[config.mk]
export PLATFORM = sky130hd
export DESIGN_NAME = cache_ctrl
export DESIGN_NICKNAME = d
export VERILOG_FILES = /design/src/rtl/cache_ctrl.sv
export SDC_FILE = /design/constraint.sdc
export NUM_CORES = 1
export LEC_CHECK = 0
export ABC_AREA = 1
export CORE_UTILIZATION = 47
export CTS_CLUSTER_SIZE = 24
export DETAILED_ROUTE_END_ITERATION = 7
export GPL_TIMING_DRIVEN = 0
export PLACE_DENSITY_LB_ADDON = 0.12
export SLEW_MARGIN = 20
export SYNTH_ARGS = -nofsm -noshare
export SYNTH_HDL_FRONTEND = slang
export SYNTH_SLANG_ARGS = --single-unit
[constraint.sdc]
create_clock -name clk -period 2.5 [get_ports clk]
set_input_delay 0.5 -clock clk [delete_from_list [all_inputs] [get_ports clk]]
set_output_delay 0.5 -clock clk [all_outputs]
set_load 0.1 [all_outputs]
[src/rtl/cache_ctrl.sv]
// Direct-mapped, write-through / no-write-allocate cache controller with one-word lines.
// Define CACHE_STATS_EN to enable saturating hit/miss counters; otherwise both counters read 0.
module cache_ctrl #(
   parameter int TAG_LENGTH   = 10,
   parameter int INDEX_LENGTH = 6,
   parameter int DATA_WIDTH   = 32
) (
   input  logic                               clk,
   input  logic                               resetn,
   input  logic                               cpu_req,
   input  logic                               cpu_we,
   input  logic [TAG_LENGTH+INDEX_LENGTH-1:0] cpu_addr,
   input  logic [DATA_WIDTH-1:0]              cpu_wdata,
   output logic                               cpu_ready,
   output logic                               cpu_hit,
   output logic [DATA_WIDTH-1:0]              cpu_rdata,
   output logic                               tag_write,
   output logic [INDEX_LENGTH-1:0]            tag_index,
   output logic [TAG_LENGTH-1:0]              tag_wdata,
   input  logic [TAG_LENGTH-1:0]              tag_rdata,
   output logic                               data_write,
   output logic [DATA_WIDTH-1:0]              data_wdata,
   input  logic [DATA_WIDTH-1:0]              data_rdata,
   output logic                               mem_req,
   output logic                               mem_we,
   output logic [TAG_LENGTH+INDEX_LENGTH-1:0] mem_addr,
   output logic [DATA_WIDTH-1:0]              mem_wdata,
   input  logic                               mem_ack,
   input  logic [DATA_WIDTH-1:0]              mem_rdata,
   output logic [15:0]                        hit_count,
   output logic [15:0]                        miss_count
);

   localparam int ADDR_WIDTH = TAG_LENGTH + INDEX_LENGTH;
   localparam int LINES      = 1 << INDEX_LENGTH;

   typedef enum logic [2:0] {IDLE, LOOKUP, MEM_RD, MEM_WR, RESP} state_t;

   state_t                  state_reg;
   logic                    we_reg;
   logic [ADDR_WIDTH-1:0]   addr_reg;
   logic [DATA_WIDTH-1:0]   wdata_reg;
   logic [LINES-1:0]        valid_reg;
   logic                    lookup_hit_reg;

   logic [TAG_LENGTH-1:0]   addr_tag;
   logic [INDEX_LENGTH-1:0] addr_index;
   logic                    lookup_hit;
   logic                    accept;
   logic                    refill;

   assign addr_tag   = addr_reg[ADDR_WIDTH-1:INDEX_LENGTH];
   assign addr_index = addr_reg[INDEX_LENGTH-1:0];
   assign lookup_hit = valid_reg[addr_index] && (tag_rdata == addr_tag);
   assign accept     = (state_reg == IDLE) && cpu_req;
   assign refill     = (state_reg == MEM_RD) && mem_ack;

   // The arrays have a registered read, so the index is presented straight from the
   // request in the accept cycle; the lookup data is then valid in LOOKUP.
   assign tag_index  = (accept && resetn) ? cpu_addr[INDEX_LENGTH-1:0] : addr_index;
   assign tag_write  = refill;
   assign tag_wdata  = addr_tag;
   assign data_write = refill || ((state_reg == LOOKUP) && we_reg && lookup_hit);
   assign data_wdata = (state_reg == MEM_RD) ? mem_rdata : wdata_reg;

   always_ff @(posedge clk or negedge resetn) begin
      if (!resetn) begin
         state_reg      <= IDLE;
         we_reg         <= 1'b0;
         addr_reg       <= '0;
         wdata_reg      <= '0;
         valid_reg      <= '0;
         lookup_hit_reg <= 1'b0;
         cpu_ready      <= 1'b0;
         cpu_hit        <= 1'b0;
         cpu_rdata      <= '0;
         mem_req        <= 1'b0;
         mem_we         <= 1'b0;
         mem_addr       <= '0;
         mem_wdata      <= '0;
      end else begin
         cpu_ready <= 1'b0;
         case (state_reg)
            IDLE: begin
               if (cpu_req) begin
                  we_reg    <= cpu_we;
                  addr_reg  <= cpu_addr;
                  wdata_reg <= cpu_wdata;
                  state_reg <= LOOKUP;
               end
            end
            LOOKUP: begin
               lookup_hit_reg <= lookup_hit;
               if (!we_reg && lookup_hit) begin
                  cpu_ready <= 1'b1;
                  cpu_hit   <= 1'b1;
                  cpu_rdata <= data_rdata;
                  state_reg <= RESP;
               end else begin
                  // Writes always go through to memory; the array was already updated on a hit.
                  mem_req   <= 1'b1;
                  mem_we    <= we_reg;
                  mem_addr  <= addr_reg;
                  mem_wdata <= wdata_reg;
                  state_reg <= we_reg ? MEM_WR : MEM_RD;
               end
            end
            MEM_RD: begin
               if (mem_ack) begin
                  valid_reg[addr_index] <= 1'b1;
                  cpu_ready <= 1'b1;
                  cpu_hit   <= 1'b0;
                  cpu_rdata <= mem_rdata;
                  mem_req   <= 1'b0;
                  state_reg <= RESP;
               end
            end
            MEM_WR: begin
               if (mem_ack) begin
                  cpu_ready <= 1'b1;
                  cpu_hit   <= lookup_hit_reg;
                  mem_req   <= 1'b0;
                  mem_we    <= 1'b0;
                  state_reg <= RESP;
               end
            end
            RESP: begin
               cpu_hit   <= 1'b0;
               state_reg <= IDLE;
            end
            default: state_reg <= IDLE;
         endcase
      end
   end

`ifdef CACHE_STATS_EN
   logic [15:0] hit_count_reg;
   logic [15:0] miss_count_reg;

   always_ff @(posedge clk or negedge resetn) begin
      if (!resetn) begin
         hit_count_reg  <= '0;
         miss_count_reg <= '0;
      end else if (state_reg == RESP) begin
         if (cpu_hit) begin
            if (hit_count_reg != 16'hFFFF) hit_count_reg <= hit_count_reg + 16'd1;
         end else begin
            if (miss_count_reg != 16'hFFFF) miss_count_reg <= miss_count_reg + 16'd1;
         end
      end
   end

   assign hit_count  = hit_count_reg;
   assign miss_count = miss_count_reg;
`else
   assign hit_count  = '0;
   assign miss_count = '0;
`endif

endmodule

==> summary.txt, run 1 <==
Logic synthesis
  – Top post-synthesis cells by count: nand2_1 (362), dfrtp_1 (201), o21ai_0 (130)
  – Syn Inst Count: about 1200
  – EDFF count, synth: 0
  – Sequential share of the synthesized area: between 50% and 60%
  – Cell variety after synth: 34
  – Count leader, synth: nand2_1
  – Share of the synthesized area in the top cell type: a little over half
  – Synth Register Bits: ~200
  – Largest cells by area after synthesis: dfrtp_1 (52%), nand2_1 (14%), o21ai_0 (6.8%)
  – Synth Warn #: 0
  – Ys flop type: dfrtp_1
  – Syn Std Cell Area: ~9600 sq um
  – Area leader, netlist: dfrtp_1
  – Asr flop ratio synth: 100.0%
  – Avg Cell Area, Syn: between 8 and 9 sq um

STA
  – Hold WS: roughly 450 ps
  – Final worst slack: -433.6 ps
  – Slew Limit Headroom: a little under a third
  – Fin. max-slew vios: 0
  – Unrepaired setup endpoints after global routing: yes
  – FMAX: about 340 MHz
  – Setup tns final: -669.1 ps
  – Fin crit share: 117.3%
  – Worst Tran Pin Value: around 1000 ps
  – Post-layout min period: 2934 ps
  – Final Hold Vio Count: 0
  – Clk_skew: roughly 7.4 ps
  – Setup-failing EPs final: 5

Critical path
  – Max FO, Critical Path: 9
  – Worst r2r path cells: 7
  – CP endpoint kind: primary output
  – Worst R2R Setup Slack: around 130 ps
  – CP max-delay cell: nor3_4
  – Reg2reg start: state_reg[2]
  – FF-to-FF End: addr_reg[3]
  – Crit-path cells: buf_4 > inv_4 > nor3_4 > nand2_1 > nand2_2 > nor2_2 > nand2_2 > nand3_2 > o21ai_2 > buf_12
  – Worst Path Required: around 2000 ps
  – Startpoint types: register
  – Max stage delay on crit path: roughly 400 ps
  – Crit path top cell by count: nand2_2
  – Worst EP arrival: approximately 2400 ps
  – Crit Path Class: register to primary output

Hold path
  – Min-Delay Endpoint: valid_reg[50]
  – Worst hold path stage count: 2
  – Tightest Hold Check Type: register to register
  – Hold path startpoint: valid_reg[50]

Routing
  – Top routing layer in use: met4
  – DR vias: roughly 9200
  – Met2 wire length: roughly 15000 um
  – Drt via density: slightly above 5
  – Wire length on met3: about 3000 um
  – DRC: 0
  – Routed Wire Length: about 32000 um
  – M1 wire length: approximately 12000 um
  – Initial DRC count: between 600 and 700
  – DRT Pass-1 Iters: 5
  – Avg WL per Cell: approximately 18 um
  – Final ANT Viol Nets: 0

Cells and area
  – Nets: between 1500 and 2000
  – Max reg flops: 64
  – Filler Cell Count: 1537
  – Layout overhead on the synthesized area: 50.22%
  – Share of layout cells above drive strength 1: 21.60%
  – Storage element area: between 5000 and 6000 sq um
  – N_diodes: 0
  – Footprint of the multi-input gates: 4026 sq um

Floorplan
  – Core area: 19720 sq um
  – FP Rows: 51
  – Initial core utilization: 48.60%
  – IO Pins: slightly below 300
  – Chip Width: approximately 140 um
  – Die Ht: ~140 um
  – Die ar.: around 21000 sq um

Place
  – Final HPWL DP: approximately 22000 um
  – GPL Wtd Cong: 0.8479
  – PortBufs: 260
  – Pre-CTS WS: -1547 ps

Clock tree
  – CTS tree: yes
  – CTS Buffer Depth: 3
  – Num CTS Buffers: 22
  – Clock root cell: clkbuf_16
  – Clock Sinks: between 200 and 250
  – CTS H-tree depth: 1
  – Clock-pin slew on the worst setup and hold paths: 60 ps
  – Clk Latency, worst-skew pair: 510 ps

Global routing
  – Pin count of the biggest net entering global routing: between 90 and 100
  – First-pass GRT wire length: between 40000 and 50000 um
  – Initial antenna violation count: 0
  – Total GRT Usage: just under 30%
  – Vias in the first global route: 8769
  – Grt ovf: 0

Outcome
  – Failing checks: negative setup slack
  – Status: complete, but fails checks

Job
  – Max_cap viols: 0
[worst max path at each step]
stage	from	endpoint	slack, ps	depth (start not counted)
2_1_floorplan	state_reg[0]	tag_index[0]	-520	6
3_3_place_gp	resetn	tag_index[1]	-8100	7
3_5_place_dp	cpu_req	tag_index[1]	-1550	7
4_1_cts	addr_reg[2]	data_write	-330	11
5_1_grt	addr_reg[5]	data_write	-500	10
6_report	addr_reg[3]	data_write	-430	10
[placed cells by master, fill, tap and decap left out, types with 6 or more instances in the layout]
master	n
nor2_1	59
a31o_2	33
nand2_1	344
nor3_4	8
clkbuf_8	13
nand3_1	61
clkbuf_16	24
clkbuf_1	22
buf_12	23
buf_4	68
o21ai_4	6
buf_2	12
buf_8	18
dlygate4sd2_1	81
o21ai_1	6
inv_1	85
o21ai_0	90
dfrtp_1	199
o21ai_2	42
buf_6	20
a21oi_1	50
conb_1	32
clkdlybuf4s50_1	126
nand2_2	17
dlymetal6s2s_1	11
[through the flow]
stage                     cell area [sq um]  util, %  std cells
after floorplan                        9831        -       1185
after global placement                12760    64.74       1710
after detailed placement              12820    65.04       1712
after CTS                             14120    71.60       1770
after global routing                  14400    73.01       1774
final                                 14400    73.01       1774
[cell type report]
| type | count | area share, % |
|---|---|---|
| multi-input combinational | 784 | 27.97 |
| clock buffer | 34 | 4.980 |
| timing repair buffer | 289 | 21.56 |
| inverter | 93 | 2.503 |
| sequential | 201 | 34.96 |
| clock inverter | 2 | 0.06953 |
| tap | 265 | 2.303 |
| buffer | 106 | 5.658 |
[per-layer routing]
metal / global-route usage [%] / up-vias
met5: 0 / -
met3: 7.075 / 73
li1: - / 4331
met4: 10.19 / 0
met1: 37.96 / 4360
met2: 49.06 / 459
[kinds of logic after synthesis]
family | Yosys count | share of synthesized area [%]
AO/OA/AOI/OAI | 233 | 13.94
XOR/XNOR | 6 | 0.5484
buffers and inverters | 200 | 10.69
flip-flops | 201 | 52.49
multiplexers | 1 | 0.1175
other | 1 | 0.03913
AND/OR/NAND/NOR | 512 | 22.17
[critical path: cells and delay by family, from the launching register on]
kind / cells / cell delay, ps
AO/OA/AOI/OAI: 1 / 180
flip-flops: 1 / 350
buffers and inverters: 3 / 510
AND/OR/NAND/NOR: 6 / 880
[what timing repair did]
action | in CTS | in global routing
hold buffers | 2 | 0
hold endpoints to repair | 45 | 0
pin swaps | 13 | 12
cloned | 4 | 1
endpoints found under the setup margin | 162 | 129
setup buffers | 17 | 4
resized for setup | 478 | 70
Power of run 1 is left out: the tool's default activity adds up to more than one toggle a clock period on the data nets, which glitch-free logic cannot reach.
==> inputs of run 2 (changes only) <==
--- a/config.mk
+++ b/config.mk
@@ -6,6 +6,8 @@
 export NUM_CORES = 1
 export LEC_CHECK = 0
 export ABC_AREA = 1
+export CAP_MARGIN = 10
+export CORE_MARGIN = 5
 export CORE_UTILIZATION = 47
 export CTS_CLUSTER_SIZE = 24
 export DETAILED_ROUTE_END_ITERATION = 7
==> run 2 against run 1 <==
Net effect:
- the flow still finishes with violations (negative setup slack)
- critical path depth grew 1
- routed wire length grew 11%
- die area grew 11%
- critical path type unchanged
==> summary.txt, run 2 (synthesis gave the netlist of run 1 again) <==
Cells and area
  – Footprint of the multi-input gates: 4443 sq um
  – N_diodes: 0
  – Most frequent cells in the layout: nand2_1 (328), dfrtp_1 (200), clkdlybuf4s50_1 (125), dlygate4sd2_1 (93), buf_4 (92)
  – Filler Cell Count: 1357
  – Max reg flops: 64
  – Share of layout cells above drive strength 1: approximately a quarter
  – Storage element area: around 5000 sq um
  – Layout overhead on the synthesized area: 60.41%
  – Most common cell after layout, fill and taps aside: nand2_1
  – Design area: roughly 15000 sq um
  – Nets: between 1500 and 2000

Floorplan
  – Core area: about 20000 sq um
  – Chip Width: roughly 150 um
  – IO Pins: 293
  – Die ar.: 23340 sq um
  – Initial core utilization: about 48%
  – Die Ht: around 150 um
  – FP Rows: 52

Critical path
  – Max stage delay on crit path: between 300 and 400 ps
  – CP top delay family: buffers and inverters
  – Worst EP arrival: ~2400 ps
  – Max FO, Critical Path: 10
  – Crit Path Class: register to primary output
  – Worst Path Required: roughly 2000 ps
  – Crit-path cells: buf_6 > buf_4 > o211ai_1 > nand2_1 > o21ai_2 > nand2_1 > nor2_1 > nand2_2 > nand3_2 > o21ai_2 > buf_12
  – Startpoint types: register
  – CP endpoint kind: primary output
  – Buf/Inv on CP: 3
  – CP max-delay cell: dfrtp_1

Routing
  – Drt via density: 5.237
  – Initial DRC count: ~600
  – DR vias: 9510
  – DRC: 0
  – DRT Pass-1 Iters: 5
  – Routed Wire Length: approximately 35000 um
  – Final ANT Viol Nets: 0
  – Avg WL per Cell: slightly below 20 um

Outcome
  – Status: complete, but fails checks
  – Failing checks: negative setup slack

Global routing
  – Pin count of the biggest net entering global routing: about 80
  – First-pass GRT wire length: just over 50000 um
  – Vias in the first global route: just over 9000
  – Grt ovf: 0
  – Initial antenna violation count: 0
  – Total GRT Usage: between 20% and 30%

Place
  – Pre-CTS WS: -1550 ps
  – Area after DPL: between 10000 and 15000 sq um
  – GPL Wtd Cong: 0.9027
  – PortBufs: between 200 and 300
  – Final HPWL DP: 22680 um

Clock tree
  – Clock root cell: clkbuf_16
  – Num CTS Buffers: 22
  – CTS H-tree depth: 1
  – Clock Sinks: between 200 and 250
  – Clk Latency, worst-skew pair: slightly above 500 ps
  – Clock-pin slew on the worst setup and hold paths: approximately 60 ps
  – CTS Buffer Depth: 3
  – CTS tree: yes

STA
  – Fin crit share: 114.1%
  – Final worst slack: -353.2 ps
  – Final Hold Vio Count: 0
  – Worst Tran Pin Value: around 1100 ps
  – Setup tns final: -1725 ps
  – Clk_skew: about 7 ps
  – Setup-failing EPs final: 29
  – FMAX: 350.5 MHz
  – Fin. max-slew vios: 0
  – Unrepaired setup endpoints after global routing: yes
  – Slew Limit Headroom: a little over a quarter
  – Post-layout min period: ~2900 ps

Hold path
  – Tightest Hold Check Type: input port to async pin

Job
  – Max_cap viols: 0
run 2: cell count changes in the layout (fill, tap and decap cells not counted), moves of 6 or more:
cell / delta
nand2_4: +15
nand2_2: -10
clkbuf_8: -7
buf_12: +18
nand2_1: -16
buf_8: -6
o21ai_2: -22
dlygate4sd2_1: +12
dlymetal6s2s_1: -10
nand2_8: +11
o21ai_4: +22
buf_4: +24
run 2: final timing paths:
kind	startpoint	end	slack (ps)	cells past startpoint
max in group asynchronous	resetn	cpu_rdata[28]	1730	3
hold / removal	resetn	valid_reg[17]	70	3
setup / recovery	addr_reg[0]	data_write	-350	11
min in group clk	valid_reg[19]	valid_reg[19]	450	2
hold reg to reg	valid_reg[19]	valid_reg[19]	450	2
setup reg to reg	addr_reg[0]	lookup_hit_reg	-290	25
run 2: worst min-delay path, cell delays in order:
cell and delay [ps]:
buf_8 110, buf_16 110, buf_16 220
run 2: per-layer routing:
layer / share of wire (%) / GRT usage (%) / up-vias / wire length (um)
met1: 38 / 33.74 / 4609 / 13280
met5: 0 / 0 / - / 0
met3: 9.4 / 8.804 / 86 / 3276
met2: 49 / 45.65 / 422 / 17250
li1: - / - / 4393 / -
met4: 3.4 / 8.697 / 0 / 1206
run 2: cell type report:
type,instances,area share [%]
sequential,201,32.73
multi-input combinational,784,28.90
timing repair buffer,323,23.16
buffer,105,5.494
clock buffer,31,4.330
inverter,93,2.393
tap,270,2.198
clock inverter,9,0.7977
run 2: stage by stage:
stage | util [%] | hold WS [ps] | instances
3_3_place_gp | 63.32 | 433.7 | 1715
5_1_grt | 76.22 | 97.63 | 1816
6_report | 76.22 | 71.80 | 1816
4_1_cts | 71.04 | 86.20 | 1790
2_1_floorplan | - | 204.4 | 1185
3_5_place_dp | 63.62 | 439.3 | 1717
run 2: what timing repair did:
item,CTS,global route
hold endpoints to repair,56,0
gates cloned,4,6
pin swaps,11,9
hold buffers,4,0
resized for setup,487,163
buffers inserted,26,21
endpoints found under the setup margin,165,63
Power of run 2 is left out for the same reason.
==> inputs of run 3 (changes only) <==
--- a/config.mk
+++ b/config.mk
@@ -9,6 +9,7 @@
 export CAP_MARGIN = 10
 export CORE_MARGIN = 5
 export CORE_UTILIZATION = 47
+export CTS_CLUSTER_DIAMETER = 200
 export CTS_CLUSTER_SIZE = 24
 export DETAILED_ROUTE_END_ITERATION = 7
 export GPL_TIMING_DRIVEN = 0
==> run 3 against run 2 <==
Net effect:
- the run still ends with negative setup slack left
- maximum frequency up 0.55%
- via count shrank 3.1%
- hold slack worse by 72 ps
- count of clock-buffer cells in the layout fell by 18
- first-iteration DRC count shrank 8.5%
- register-to-register slack better by 90 ps
- highest routed layer unchanged
==> summary.txt, run 3 (synthesis gave the netlist of run 1 again) <==
Outcome
  – Status: complete, but fails checks
  – Failing checks: negative setup slack

Cells and area
  – Most common cell after layout, fill and taps aside: nand2_1
  – Layout overhead on the synthesized area: 49.60%
  – Storage element area: 5031 sq um
  – Footprint of the multi-input gates: ~4000 sq um
  – Most frequent cells in the layout: nand2_1 (336), dfrtp_1 (200), clkdlybuf4s50_1 (129), o21ai_0 (91), inv_1 (85)
  – Nets: 1632
  – N_diodes: 0
  – Max reg flops: 64
  – Share of layout cells above drive strength 1: 21.53%
  – Filler Cell Count: 1589

STA
  – Worst Tran Pin Value: 1092 ps
  – Clk_skew: roughly 26 ps
  – Fin crit share: 113.5%
  – Post-layout min period: 2837 ps
  – Hold WS: between 0.2 and 0.3 ps
  – Fin. max-slew vios: 0
  – Setup-failing EPs final: 3
  – Slew Limit Headroom: 27.46%
  – FMAX: between 300 and 400 MHz
  – Final Hold Vio Count: 0
  – Final worst slack: -337.5 ps
  – Unrepaired setup endpoints after global routing: yes

Critical path
  – CP endpoint kind: primary output
  – Worst EP arrival: 2340 ps
  – Startpoint types: register
  – Setup crit start: addr_reg[0]
  – Reg2reg start: addr_reg[0]
  – Worst R2R Setup Slack: -200 ps
  – Max FO, Critical Path: 10
  – Crit path to: data_write
  – Worst r2r path cells: 24
  – Crit Path Class: register to primary output
  – FF-to-FF End: lookup_hit_reg
  – Worst Path Required: ~2000 ps

Routing
  – Final ANT Viol Nets: 0
  – DRT Pass-1 Iters: 5
  – Initial DRC count: 546
  – Routed Wire Length: approximately 33000 um
  – Avg WL per Cell: between 15 and 20 um
  – DR vias: a little over 9000
  – Drt via density: slightly above 5
  – DRC: 0

Place
  – PortBufs: between 200 and 300
  – Final HPWL DP: between 20000 and 25000 um
  – GPL Wtd Cong: 0.9027

Global routing
  – Grt ovf: 0
  – Initial antenna violation count: 0
  – Vias in the first global route: 9032
  – Pin count of the biggest net entering global routing: 78
  – Total GRT Usage: between 20 and 30%
  – First-pass GRT wire length: between 50000 and 60000 um

Floorplan
  – Chip Width: roughly 150 um
  – IO Pins: slightly below 300
  – FP Rows: 52
  – Die Ht: 152.8 um
  – Initial core utilization: a little under half
  – Core area: roughly 20000 sq um
  – Die ar.: approximately 23000 sq um

Clock tree
  – Clk Latency, worst-skew pair: approximately 480 ps
  – Num CTS Buffers: 12
  – CTS H-tree depth: 1
  – CTS Buffer Depth: 3
  – Clock Sinks: ~200
  – CTS tree: yes
  – Clock root cell: clkbuf_16
  – Clock-pin slew on the worst setup and hold paths: 100 ps

Hold path
  – Tightest Hold Check Type: input port to async pin

Job
  – Max_cap viols: 0
-- run 3: worst max-delay path, cell delays in order (launching register included) --
cell      delay, ps
dfrtp_1         390
buf_6           160
clkinv_8         80
buf_6           150
nand2_1          60
nand3_1         100
nand2_1          80
o21ai_2         160
nand2_1          70
nor2_1          150
nand2_2         120
nand3_4          90
o21ai_4          60
buf_12          190
-- run 3: worst min path at each step --
stage / from / to / slack, ps / depth (start not counted)
finish: resetn / valid_reg[36] / 0.3 / 2
detailed placement: valid_reg[19] / valid_reg[19] / 440 / 2
global route: resetn / valid_reg[32] / 10 / 2
CTS: resetn / valid_reg[32] / 5 / 2
floorplan: resetn / addr_reg[0] / 200 / 0
global placement: valid_reg[34] / valid_reg[34] / 430 / 2
-- run 3: timing repair --
item,CTS,global route
setup endpoints to repair,138,79
gates resized for setup,437,118
gates cloned,4,4
hold buffers,3,0
endpoints found under the hold margin,56,0
setup buffers,26,11
pin swaps,16,16
-- run 3: routing by layer --
metal / GRT usage (%) / vias up / part of all wire (%)
li1: - / 4333 / -
met1: 33.83 / 4410 / 39
met2: 44.34 / 402 / 48
met3: 8.265 / 71 / 9.8
met4: 8.740 / 0 / 3.5
met5: 0 / - / 0
-- run 3: cell type report --
type | instances | area share [%]
buffer | 105 | 5.682
clock inverter | 1 | 0.1135
sequential | 201 | 35.09
tap | 270 | 2.356
timing repair buffer | 308 | 23.85
clock buffer | 13 | 2.269
inverter | 93 | 2.566
multi-input combinational | 784 | 28.07
-- run 3: metrics by stage --
stage / std cells / setup slack (ps) / TNS (ps) / util [%] / area (sq um)
after floorplan: 1185 / -517.6 / -3361 / - / 9831
after global placement: 1715 / -8015 / -1642380 / 63.32 / 12770
after detailed placement: 1717 / -1550 / -75110 / 63.62 / 12830
after CTS: 1763 / -297.2 / -481.5 / 68.41 / 13800
after global routing: 1775 / -420.6 / -2050 / 71.08 / 14340
final: 1775 / -337.5 / -543.0 / 71.08 / 14340
Power of run 3 is left out for the same reason.
